$ cat src/rtl/riscv_pkg.sv
// Shared definitions for the memory stage: FSM state encoding, access size codes
// and the lane helpers used by both the store-side and load-side conversion.
`default_nettype none

package riscv_pkg;

    typedef enum logic [1:0] {
        MEM_IDLE     = 2'd0,
        MEM_ACCESS   = 2'd1,
        MEM_COMPLETE = 2'd2
    } mem_state_t;

    localparam logic [2:0] SIZE_LB  = 3'b000;
    localparam logic [2:0] SIZE_LH  = 3'b001;
    localparam logic [2:0] SIZE_LW  = 3'b010;
    localparam logic [2:0] SIZE_LBU = 3'b100;
    localparam logic [2:0] SIZE_LHU = 3'b101;
    localparam logic [2:0] SIZE_SB  = 3'b000;
    localparam logic [2:0] SIZE_SH  = 3'b001;
    localparam logic [2:0] SIZE_SW  = 3'b010;

    // size_lo is ALUSelect[1:0]: 00 byte, 01 half, anything else word
    function automatic logic [3:0] byte_enable(input logic [1:0] size_lo,
                                               input logic [1:0] offset);
        case (size_lo)
            2'b00:   return 4'b0001 << offset;
            2'b01:   return offset[1] ? 4'b1100 : 4'b0011;
            default: return 4'b1111;
        endcase
    endfunction

    function automatic logic is_aligned(input logic [1:0] size_lo,
                                        input logic [1:0] offset);
        case (size_lo)
            2'b00:   return 1'b1;
            2'b01:   return ~offset[0];
            default: return (offset == 2'b00);
        endcase
    endfunction

endpackage

`default_nettype wire

$ cat src/rtl/LoadConverter.sv
// Load-side lane select and sign/zero extension of a raw memory word.
`default_nettype none

module LoadConverter
    import riscv_pkg::*;
(
    input  logic [31:0] raw_data,
    input  logic [1:0]  byte_offset,
    input  logic [2:0]  size,
    output logic [31:0] load_data
);

    logic [7:0]  byte_lane;
    logic [15:0] half_lane;

    always_comb begin
        byte_lane = raw_data[7:0];
        case (byte_offset)
            2'd0:    byte_lane = raw_data[7:0];
            2'd1:    byte_lane = raw_data[15:8];
            2'd2:    byte_lane = raw_data[23:16];
            default: byte_lane = raw_data[31:24];
        endcase
        half_lane = byte_offset[1] ? raw_data[31:16] : raw_data[15:0];
    end

    always_comb begin
        load_data = raw_data;
        case (size)
            SIZE_LB:  load_data = {{24{byte_lane[7]}}, byte_lane};
            SIZE_LBU: load_data = {24'h0, byte_lane};
            SIZE_LH:  load_data = {{16{half_lane[15]}}, half_lane};
            SIZE_LHU: load_data = {16'h0, half_lane};
            default:  load_data = raw_data;
        endcase
    end

endmodule

`default_nettype wire

$ cat src/rtl/memory_access_cycle.sv
// Memory pipeline stage: issues one request per aligned load/store, stalls the
// front of the pipe until acknowledged, and drives the memory-to-writeback register.
`default_nettype none

module memory_access_cycle
    import riscv_pkg::*;
(
    input  logic        clk,
    input  logic        reset,
    input  logic [31:0] ALUOutM,
    input  logic [31:0] StoreCounterOutM,
    input  logic [5:0]  ALUSelectM,
    input  logic        MemReadM,
    input  logic        MemWriteM,
    input  logic        RegWriteM,
    input  logic [4:0]  WriteAddressM,
    output logic        DMemReq,
    output logic        DMemWrite,
    output logic [31:0] DMemAddr,
    output logic [31:0] DMemWriteData,
    output logic [3:0]  DMemByteEn,
    input  logic [31:0] DMemReadData,
    input  logic        DMemAck,
    output logic        StallM,
    output logic [31:0] ReadDataW,
    output logic [31:0] ALUOutW,
    output logic [4:0]  WriteAddressW,
    output logic        RegWriteW,
    output logic        MemReadW,
    output logic        MisalignedW
);

    mem_state_t state_q, state_d;

    logic        is_mem, aligned, valid_access, misaligned;
    logic [2:0]  size_q;
    logic [1:0]  offset_q;
    logic [31:0] alu_q;
    logic [4:0]  waddr_q;
    logic        regwrite_q;
    logic        load_q;
    logic [31:0] rdata_q;
    logic [31:0] converted;
    logic        unused_sel;

    // Upper select bits only matter to the ALU.
    assign unused_sel = ^ALUSelectM[5:3];

    assign is_mem       = MemReadM | MemWriteM;
    assign aligned      = is_aligned(ALUSelectM[1:0], ALUOutM[1:0]);
    assign valid_access = is_mem & aligned;
    assign misaligned   = is_mem & ~aligned;

    LoadConverter u_load_converter (
        .raw_data    (DMemReadData),
        .byte_offset (offset_q),
        .size        (size_q),
        .load_data   (converted)
    );

    always_comb begin
        state_d = state_q;
        StallM  = 1'b0;
        case (state_q)
            MEM_IDLE: begin
                if (valid_access) begin
                    StallM  = 1'b1;
                    state_d = MEM_ACCESS;
                end
            end
            MEM_ACCESS: begin
                StallM = 1'b1;
                if (DMemAck) begin
                    state_d = MEM_COMPLETE;
                end
            end
            MEM_COMPLETE: state_d = MEM_IDLE;
            default:      state_d = MEM_IDLE;
        endcase
    end

    always_ff @(posedge clk) begin
        if (reset) begin
            state_q       <= MEM_IDLE;
            DMemReq       <= 1'b0;
            DMemWrite     <= 1'b0;
            DMemAddr      <= 32'h0;
            DMemWriteData <= 32'h0;
            DMemByteEn    <= 4'b0000;
            size_q        <= 3'b000;
            offset_q      <= 2'b00;
            alu_q         <= 32'h0;
            waddr_q       <= 5'h0;
            regwrite_q    <= 1'b0;
            load_q        <= 1'b0;
            rdata_q       <= 32'h0;
            ReadDataW     <= 32'h0;
            ALUOutW       <= 32'h0;
            WriteAddressW <= 5'h0;
            RegWriteW     <= 1'b0;
            MemReadW      <= 1'b0;
            MisalignedW   <= 1'b0;
        end else begin
            state_q <= state_d;
            // Writeback carries a bubble unless an instruction retires this edge.
            ReadDataW     <= 32'h0;
            ALUOutW       <= 32'h0;
            WriteAddressW <= 5'h0;
            RegWriteW     <= 1'b0;
            MemReadW      <= 1'b0;
            MisalignedW   <= 1'b0;
            case (state_q)
                MEM_IDLE: begin
                    if (valid_access) begin
                        DMemReq       <= 1'b1;
                        DMemWrite     <= MemWriteM;
                        DMemAddr      <= {ALUOutM[31:2], 2'b00};
                        DMemWriteData <= StoreCounterOutM;
                        DMemByteEn    <= byte_enable(ALUSelectM[1:0], ALUOutM[1:0]);
                        size_q        <= ALUSelectM[2:0];
                        offset_q      <= ALUOutM[1:0];
                        alu_q         <= ALUOutM;
                        waddr_q       <= WriteAddressM;
                        regwrite_q    <= RegWriteM & ~MemWriteM;
                        load_q        <= ~MemWriteM;
                    end else begin
                        ALUOutW       <= ALUOutM;
                        WriteAddressW <= WriteAddressM;
                        RegWriteW     <= RegWriteM & ~is_mem;
                        MisalignedW   <= misaligned;
                    end
                end
                MEM_ACCESS: begin
                    if (DMemAck) begin
                        DMemReq <= 1'b0;
                        rdata_q <= load_q ? converted : 32'h0;
                    end
                end
                MEM_COMPLETE: begin
                    ReadDataW     <= rdata_q;
                    ALUOutW       <= alu_q;
                    WriteAddressW <= waddr_q;
                    RegWriteW     <= regwrite_q;
                    MemReadW      <= load_q;
                end
                default: ;
            endcase
        end
    end

endmodule

`default_nettype wire
$ cat config.mk
export PLATFORM = sky130hd
export DESIGN_NAME = memory_access_cycle
export DESIGN_NICKNAME = d
export VERILOG_FILES = /design/src/rtl/riscv_pkg.sv /design/src/rtl/LoadConverter.sv /design/src/rtl/memory_access_cycle.sv
export SDC_FILE = /design/constraint.sdc
export NUM_CORES = 1
export LEC_CHECK = 0
export BUFFER_PORTS_ARGS = -buffer_cell sky130_fd_sc_hd__buf_4
export CORE_MARGIN = 4
export CORE_UTILIZATION = 40
export CTS_CLUSTER_SIZE = 24
export DETAILED_ROUTE_END_ITERATION = 12
export PLACE_DENSITY = 0.65
export SLEW_MARGIN = 40
export SYNTH_ARGS = -nofsm -noshare
export SYNTH_HDL_FRONTEND = slang
export SYNTH_HIERARCHICAL = 1
export SYNTH_SLANG_ARGS = --single-unit
$ cat constraint.sdc
create_clock -name clk -period 2.27 [get_ports clk]
set_input_delay 0.454 -clock clk [delete_from_list [all_inputs] [get_ports clk]]
set_output_delay 0.454 -clock clk [all_outputs]
set_load 0.01 [all_outputs]
==> results.txt, run 1 <==
status = finished, final reports clean
antenna violations before repair = 0
core area = 20200 µm²
total power = 8.00 mW
Starting Density = 40.6%
die span in y = 151 µm
register bit total from synthesis = 186
setup TNS = 0 ns
placer congestion estimate = 0.849
area added between synthesis and finish = 30.2%
Die Area = 22800 µm²
number of I/O port buffers = 250
first-pass GRT wire length = 40.5 mm
CTS max path bufs = 2
Hold EP = ALUOutW[24]
pwr/cell area = 751 nW/µm²
H-Tree Depth = 4
CP peak stage delay = 0.62 ns
crit share post-route = 88.8%
wire length per cell = 20.9 µm
fillcell total = 1894
# DRC = 0
Pre-antenna DRT Iters = 5
Tightest Hold Check Type = in2reg
Hold Crit Depth = 2
R2R Path Start = alu_q[1]
Overflow after GRT = 0
CP arrival = 1.56 ns
Stages on worst setup path = 3
Slew Limit Fails = 0
die width = 151 µm
count of cell types in the netlist = 56
Final #Nets = 1099
initial DRC count = 542
cts hold-fix bufs = 0
Data required, critical path = 1.82 ns
worst-margin pin slew = 0.813 ns
via count = 7541
Detailed Route WL = 26.5 mm
largest net degree at the start of global routing = 71
Post-Synthesis Cells = 825
clk root buf = clkbuf_16
R2R Setup Slk = 0.40 ns
worst reg2reg path depth = 5
Max Cap Violations = 0
GRT Overall Usage = 22.4%
FP Rows = 52
Worst-Skew Late Latency = 0.43 ns
worst r2r dst = rdata_q[25]
dpl hpwl = 17.3 mm
delay-heaviest family, CP = flip-flops
crit start category = flip-flop
Worst VDD drop = 0.517 mV
Critical Path Slowest Stage Cell = dfxtp_1
antenna diode count = 0
skew final = 0.0108 ns
CTS Buf Count = 17
CTS tree = done
register area share after synthesis = 45.5%
Synth warnings = 6
Antenna Nets Post-Route = 0
number of global-route vias before repair = 7069
critical path class = reg2out
layout cells sized above 1 = 34.1%
Tmin final = 2.02 ns
CP bufs+invs = 2
crit path cell chain = inv_1, a21oi_1, buf_4
clk slew on worst S/H paths = 0.08 ns
Resize count post-CTS = 0
Leakage = 4.40 nW
worst-path fanout max = 9
final setup violation count = 0
CTS Sinks = 186
f_max = 496 MHz
drt via density = 5.94
crit path capture type = primary output
io pins = 256
RSZ-0062 raised after global routing = false
Mapped Area = 8190 µm²
Fin. Hold Viols = 0
hold path startpoint = ALUOutM[24]
Avg Cell Area, Syn = 9.93 µm²
post-CTS setup buffers = 0
Slew headroom = 45.8%
-- power breakdown --
| group | total (mW) | switching (mW) | internal [mW] |
|---|---|---|---|
| combinational | 1.44 | 0.810 | 0.635 |
| sequential | 3.51 | 0.0959 | 3.42 |
| clock | 3.04 | 1.46 | 1.58 |
| total | 8.00 | 2.37 | 5.63 |
-- layout by cell type (no fill, tap or decap), types with 9 or more instances in the layout --
master       n
a21oi_1     88
a22o_1      69
and3_1      34
buf_12       9
buf_4      275
clkbuf_16   17
dfxtp_1    186
inv_1       13
nand2_1     12
nor2_1      30
nor2b_1     11
o2111ai_1   71
o22ai_1     16
o41ai_1     71
-- through the flow --
step	setup slack, ns	hold slack (ns)	cells	area [µm²]	util, %
2_1_floorplan	0.485	0.435	826	8190	-
3_3_place_gp	0.388	0.447	1237	10100	49.8
3_5_place_dp	0.370	0.455	1237	10100	49.8
4_1_cts	0.245	0.224	1269	10700	52.8
5_1_grt	0.193	0.225	1269	10700	52.8
6_report	0.253	0.242	1269	10700	52.8
-- worst max-delay path by stage --
stage                   endpoint          start
3_5_place_dp   DMemWriteData[21]  ALUSelectM[1]
4_1_cts                   StallM     state_q[0]
6_report                  StallM     state_q[0]
3_3_place_gp   DMemWriteData[25]  ALUSelectM[1]
2_1_floorplan             StallM      MemWriteM
5_1_grt                   StallM     state_q[0]
-- area by class of cell --
type,instances,area [µm²],area share [%]
inverters,15,56.3,0.528
well taps,270,338,3.17
repair buffers,284,2240,21.1
clock inverters,15,180,1.69
multi-input cells,482,3690,34.6
flip-flops and latches,186,3720,34.9
clock buffers,17,425,3.99
-- Yosys cell counts, drive strengths merged --
library cell / instances / area [µm²]
nand3b: 1 / 7.51
a41oi: 1 / 8.76
nor4: 2 / 25.0
o21ai: 3 / 15.0
o221a: 1 / 11.3
o2bb2ai: 1 / 8.76
o22ai: 16 / 100
a21oi: 89 / 445
nor2: 33 / 129
nor2b: 11 / 68.8
o32ai: 1 / 8.76
nand3: 4 / 20.0
and2: 1 / 6.26
nand2: 12 / 45.0
o211a: 1 / 10.0
mux2i: 3 / 30.0
clkbuf: 65 / 244
buf: 78 / 528
a221oi: 2 / 17.5
o31ai: 1 / 7.51
dfxtp: 186 / 3720
o31a: 1 / 8.76
or2: 4 / 27.5
inv: 14 / 52.6
a21boi: 1 / 7.51
o2111ai: 71 / 622
nor4b: 2 / 17.5
o41ai: 71 / 622
nor3: 3 / 25.0
a22oi: 2 / 28.8
o21a: 3 / 22.5
a2111oi: 1 / 8.76
a31oi: 5 / 31.3
clkinv: 1 / 3.75
mux4: 7 / 184
xor2: 1 / 8.76
nand4: 2 / 12.5
nand2b: 2 / 12.5
a22o: 69 / 604
conb: 1 / 3.75
o221ai: 7 / 86.3
a311oi: 9 / 96.4
mux2: 2 / 30.0
and3: 34 / 213
-- metal layers --
layer / share of wire (%) / vias to the layer above / wire (µm) / global-route usage (%)
met4: 1.7 / 0 / 451 / 6.66
met3: 8.0 / 25 / 2120 / 6.46
met2: 48 / 271 / 12800 / 35.7
met5: 0 / - / 0 / 0
li1: - / 3560 / - / -
met1: 42 / 3685 / 11100 / 29.5
-- cell families (layout without fill, tap and decap cells) --
family | count (synthesis) | in the layout | synth area share (%)
compound gates | 356 | 356 | 33.8
xor+xnor | 1 | 1 | 0.107
buf+inv | 158 | 331 | 10.1
flops | 186 | 186 | 45.5
mux | 12 | 12 | 2.98
other cells | 1 | 2 | 0.0458
simple gates | 111 | 111 | 7.44
-- worst register-to-register path, cell delays in order, from the launching register on --
cell     delay (ns)
dfxtp_1        0.31
buf_4          0.29
mux2i_1        0.23
o31a_1         0.51
o22ai_1        0.21
a22o_1         0.23
-- state kept, by name, summed over array words and instances, names as in the netlist, 2 cells and up --
| name | cells |
|---|---|
| state_q | 2 |
| size_q | 3 |
| DMemByteEn | 4 |
| ALUOutW | 32 |
| WriteAddressW | 5 |
| ReadDataW | 32 |
| waddr_q | 5 |
| alu_q | 31 |
| rdata_q | 32 |
| DMemWriteData | 32 |
Power figures use the tool's default switching activity.
==> run 2, diff against run 1 <==
--- a/config.mk
+++ b/config.mk
@@ -6,11 +6,11 @@
 export NUM_CORES = 1
 export LEC_CHECK = 0
 export BUFFER_PORTS_ARGS = -buffer_cell sky130_fd_sc_hd__buf_4
-export CORE_MARGIN = 4
-export CORE_UTILIZATION = 40
+export CORE_UTILIZATION = 51
 export CTS_CLUSTER_SIZE = 24
 export DETAILED_ROUTE_END_ITERATION = 12
-export PLACE_DENSITY = 0.65
+export HOLD_SLACK_MARGIN = 0.03
+export PLACE_DENSITY = 0.8
 export SLEW_MARGIN = 40
 export SYNTH_ARGS = -nofsm -noshare
 export SYNTH_HDL_FRONTEND = slang
==> run 2 against run 1 <==
Clock-buffer cell count is 1 higher. Clock power is 3% lower. Largest power group unchanged. Combinational power hardly changed. Largest cell class unchanged. Critical path type unchanged.
==> results.txt, run 2 (same netlist as run 1, synthesis figures left out) <==
number of global-route vias before repair = 6983
crit path capture type = primary output
Tmin final = 2.06 ns
area added between synthesis and finish = 28.6%
Worst-Skew Late Latency = 0.44 ns
f_max = 485 MHz
first-pass GRT wire length = 37.4 mm
Data required, critical path = 1.82 ns
commonest non-fill, non-tap cell in the layout = buf_4
placed insts = 1173
crit start category = flip-flop
die width = 129 µm
Overflow after GRT = 0
total power = 7.89 mW
wire length per cell = 19.9 µm
worst-path fanout max = 9
worst reg2reg path depth = 5
worst-margin pin slew = 0.591 ns
critical path class = reg2out
Pre-antenna DRT Iters = 5
Resize count post-CTS = 0
pwr/cell area = 749 nW/µm²
clk root buf = clkbuf_16
H-Tree Depth = 4
FP Rows = 45
CP arrival = 1.61 ns
# DRC = 0
skew final = 0.0154 ns
antenna diode count = 0
via count = 7531
final std cells w/o fill = 1205
Area after DPL = 9940 µm²
Slew Limit Fails = 0
Slew headroom = 60.4%
crit share post-route = 90.9%
Starting Density = 53.1%
cts hold-fix bufs = 0
drt via density = 6.25
number of I/O port buffers = 250
status = finished, final reports clean
dpl hpwl = 15.6 mm
Final #Nets = 1094
CTS Sinks = 186
placer congestion estimate = 0.879
Finished Core Util = 68.3%
Hold Crit Depth = 2
clk slew on worst S/H paths = 0.07 ns
initial DRC count = 711
setup TNS = 0 ns
RSZ-0062 raised after global routing = false
Max Cap Violations = 0
layout cells sized above 1 = 33.8%
CTS tree = done
CTS max path bufs = 2
Die Area = 16600 µm²
CTS Buf Count = 17
core area = 15400 µm²
die span in y = 129 µm
post-route design area = 10500 µm²
Antenna Nets Post-Route = 0
GRT Overall Usage = 28.7%
Leakage = 4.37 nW
Detailed Route WL = 24.0 mm
antenna violations before repair = 0
Worst VDD drop = 0.562 mV
io pins = 256
final setup violation count = 0
most frequent cells in the layout = 270 x buf_4, 186 x dfxtp_1, 88 x a21oi_1, 71 x o2111ai_1, 71 x o41ai_1
Fin. Hold Viols = 0
largest net degree at the start of global routing = 80
post-CTS setup buffers = 0
Tightest Hold Check Type = in2reg
[run 2: cell count changes in the layout (fill, tap and decap cells not counted)]
cell      before  now
clkinv_8       3    1
clkbuf_8       0    1
inv_6          2    3
inv_8          4    3
clkinv_4       1    2
buf_4        275  270
[run 2: power by group]
part / leakage [nW] / internal (mW) / switching [mW]
Combinational: 2.57 / 0.627 / 0.790
Sequential: 1.52 / 3.42 / 0.0994
Clock: 0.278 / 1.59 / 1.36
Total: 4.37 / 5.63 / 2.25
[run 2: critical path, cell delays in order, from the launching register on]
cell	delay (ns)
dfxtp_1	0.63
inv_1	0.12
a21oi_1	0.25
buf_4	0.18
[run 2: worst paths after layout]
check | start | endpoint | slack, ns
max | state_q[0] | StallM | 0.21
min | WriteAddressM[4] | WriteAddressW[4] | 0.23
max reg2reg | offset_q[0] | rdata_q[24] | 0.32
min reg2reg | DMemWriteData[0] | DMemWriteData[0] | 0.46
[run 2: final cells by class]
cell class / instances / area (µm²)
Fill cell: 1239 / 4890
Sequential cell: 186 / 3720
Timing Repair Buffer: 279 / 2210
Clock buffer: 18 / 439
Multi-Input combinational cell: 482 / 3690
Clock inverter: 14 / 154
Tap cell: 211 / 264
Inverter: 15 / 56.3
[run 2: per-stage QoR]
step	setup slack, ns	hold slack (ns)
after global routing	0.134	0.225
after floorplan	0.485	0.435
after detailed placement	0.266	0.455
after global placement	0.332	0.446
after CTS	0.227	0.222
final	0.207	0.234
[run 2: per-layer routing]
metal,GRT usage [%],part of all wire [%]
met1,36.8,41
met4,8.65,1.7
met5,0,0
met3,8.90,8.9
met2,46.3,48
==> run 3, diff against run 2 <==
--- a/config.mk
+++ b/config.mk
@@ -6,11 +6,13 @@
 export NUM_CORES = 1
 export LEC_CHECK = 0
 export BUFFER_PORTS_ARGS = -buffer_cell sky130_fd_sc_hd__buf_4
-export CORE_UTILIZATION = 51
+export CELL_PAD_IN_SITES_DETAIL_PLACEMENT = 1
+export CELL_PAD_IN_SITES_GLOBAL_PLACEMENT = 2
+export CORE_UTILIZATION = 31
 export CTS_CLUSTER_SIZE = 24
 export DETAILED_ROUTE_END_ITERATION = 12
 export HOLD_SLACK_MARGIN = 0.03
-export PLACE_DENSITY = 0.8
+export PLACE_DENSITY_LB_ADDON = 0.1
 export SLEW_MARGIN = 40
 export SYNTH_ARGS = -nofsm -noshare
 export SYNTH_HDL_FRONTEND = slang
==> run 3 against run 2 <==
Maximum frequency up 6.1%. Highest routed layer unchanged. Die area up 63%. Clock power up 12%. Design area up 2.0%. Sequential power about the same. Total power up 4.9%. Global-route usage down 7.8 points. Setup slack better by 0.12 ns. Clock skew down 0.0015 ns. Utilization down 27 points.
==> results.txt, run 3 (same netlist as run 1, synthesis figures left out) <==
status = finished, final reports clean
placed insts = 1297
largest net degree at the start of global routing = 72
number of I/O port buffers = 250
CTS Sinks = 186
crit share post-route = 85.6%
Overflow after GRT = 0
layout cells sized above 1 = 33.6%
Finished Core Util = 41.3%
Tmin final = 1.94 ns
CTS tree = done
total power = 8.28 mW
Pre-antenna DRT Iters = 5
core area = 26000 µm²
antenna violations before repair = 0
placer congestion estimate = 0.794
# DRC = 0
die span in y = 165 µm
f_max = 514 MHz
post-CTS setup buffers = 0
initial DRC count = 367
io pins = 256
Tightest Hold Check Type = in2reg
Leakage = 4.39 nW
via count = 7569
final std cells w/o fill = 1326
Slew Limit Fails = 0
cts hold-fix bufs = 0
fillcell total = 2923
Slew headroom = 49.1%
clk slew on worst S/H paths = 0.07 ns
wire length per cell = 21.7 µm
drt via density = 5.71
CP arrival = 1.49 ns
Place WS = 0.382 ns
hold_ws = 0.247 ns
CTS max path bufs = 2
Fin. Hold Viols = 0
pwr/cell area = 770 nW/µm²
Starting Density = 31.5%
first-pass GRT wire length = 44.2 mm
final setup violation count = 0
die width = 165 µm
commonest non-fill, non-tap cell in the layout = buf_4
Worst VDD drop = 0.418 mV
Final WS setup = 0.326 ns
Area after DPL = 10100 µm²
FP Rows = 59
critical path class = reg2out
Final #Nets = 1094
post-route design area = 10700 µm²
Die Area = 27100 µm²
crit path capture type = primary output
antenna diode count = 0
Storage cell area = 3720 µm²
skew final = 0.0139 ns
Resize count post-CTS = 0
Antenna Nets Post-Route = 0
worst-path fanout max = 9
dpl hpwl = 19.0 mm
crit start category = flip-flop
Detailed Route WL = 28.8 mm
Worst-Skew Late Latency = 0.43 ns
CTS Buf Count = 17
Multi-input gate area = 3700 µm²
worst-margin pin slew = 0.764 ns
setup TNS = 0 ns
clk root buf = clkbuf_16
Max Cap Violations = 0
Data required, critical path = 1.82 ns
most frequent cells in the layout = 270 x buf_4, 186 x dfxtp_1, 88 x a21oi_1, 71 x o2111ai_1, 71 x o41ai_1
GRT Overall Usage = 20.9%
area added between synthesis and finish = 31.2%
H-Tree Depth = 4
RSZ-0062 raised after global routing = false
number of global-route vias before repair = 7691
-- run 3: changes by cell type in the layout (fill, tap and decap cells not counted) --
cell / before / now
inv_8: 3 / 2
inv_6: 3 / 2
clkinvlp_4: 4 / 2
or2_2: 3 / 1
clkinv_4: 2 / 1
bufinv_16: 1 / 5
clkbuf_8: 1 / 0
clkinv_8: 1 / 0
or2_4: 1 / 3
-- run 3: power by group --
part           internal (mW)  switching [mW]  total (mW)  leakage (nW)
logic                  0.632           0.818        1.45          2.57
clock network           1.96            1.34        3.30         0.306
registers               3.42           0.105        3.52          1.52
total                   6.01            2.26        8.28          4.39
-- run 3: worst max-delay path, stage by stage (launching register included) --
cell and delay [ns]:
dfxtp_1 0.63, inv_1 0.12, a21oi_1 0.16, buf_4 0.16
-- run 3: worst paths after layout --
kind,start,to,slack [ns],depth (start not counted)
worst min register to register,waddr_q[2],waddr_q[2],0.47,2
worst min-delay path,ALUOutM[8],ALUOutW[8],0.25,2
worst max-delay path,state_q[0],StallM,0.33,3
worst max register to register,state_q[0],DMemWriteData[3],0.38,4
-- run 3: area by class of cell --
| class | count | area share, % |
|---|---|---|
| clock buffer | 17 | 3.96 |
| clock inverter | 12 | 1.99 |
| inverter | 15 | 0.524 |
| multi-input combinational | 482 | 34.4 |
| sequential | 186 | 34.7 |
| tap | 335 | 3.90 |
| timing repair buffer | 279 | 20.5 |
-- run 3: metal layers --
layer	global-route usage, %	share of wire, %	vias up
met5	0	0	-
met4	6.30	1.5	0
met3	5.17	6.3	23
met1	26.9	44	3775
li1	-	-	3542
met2	34.3	49	229
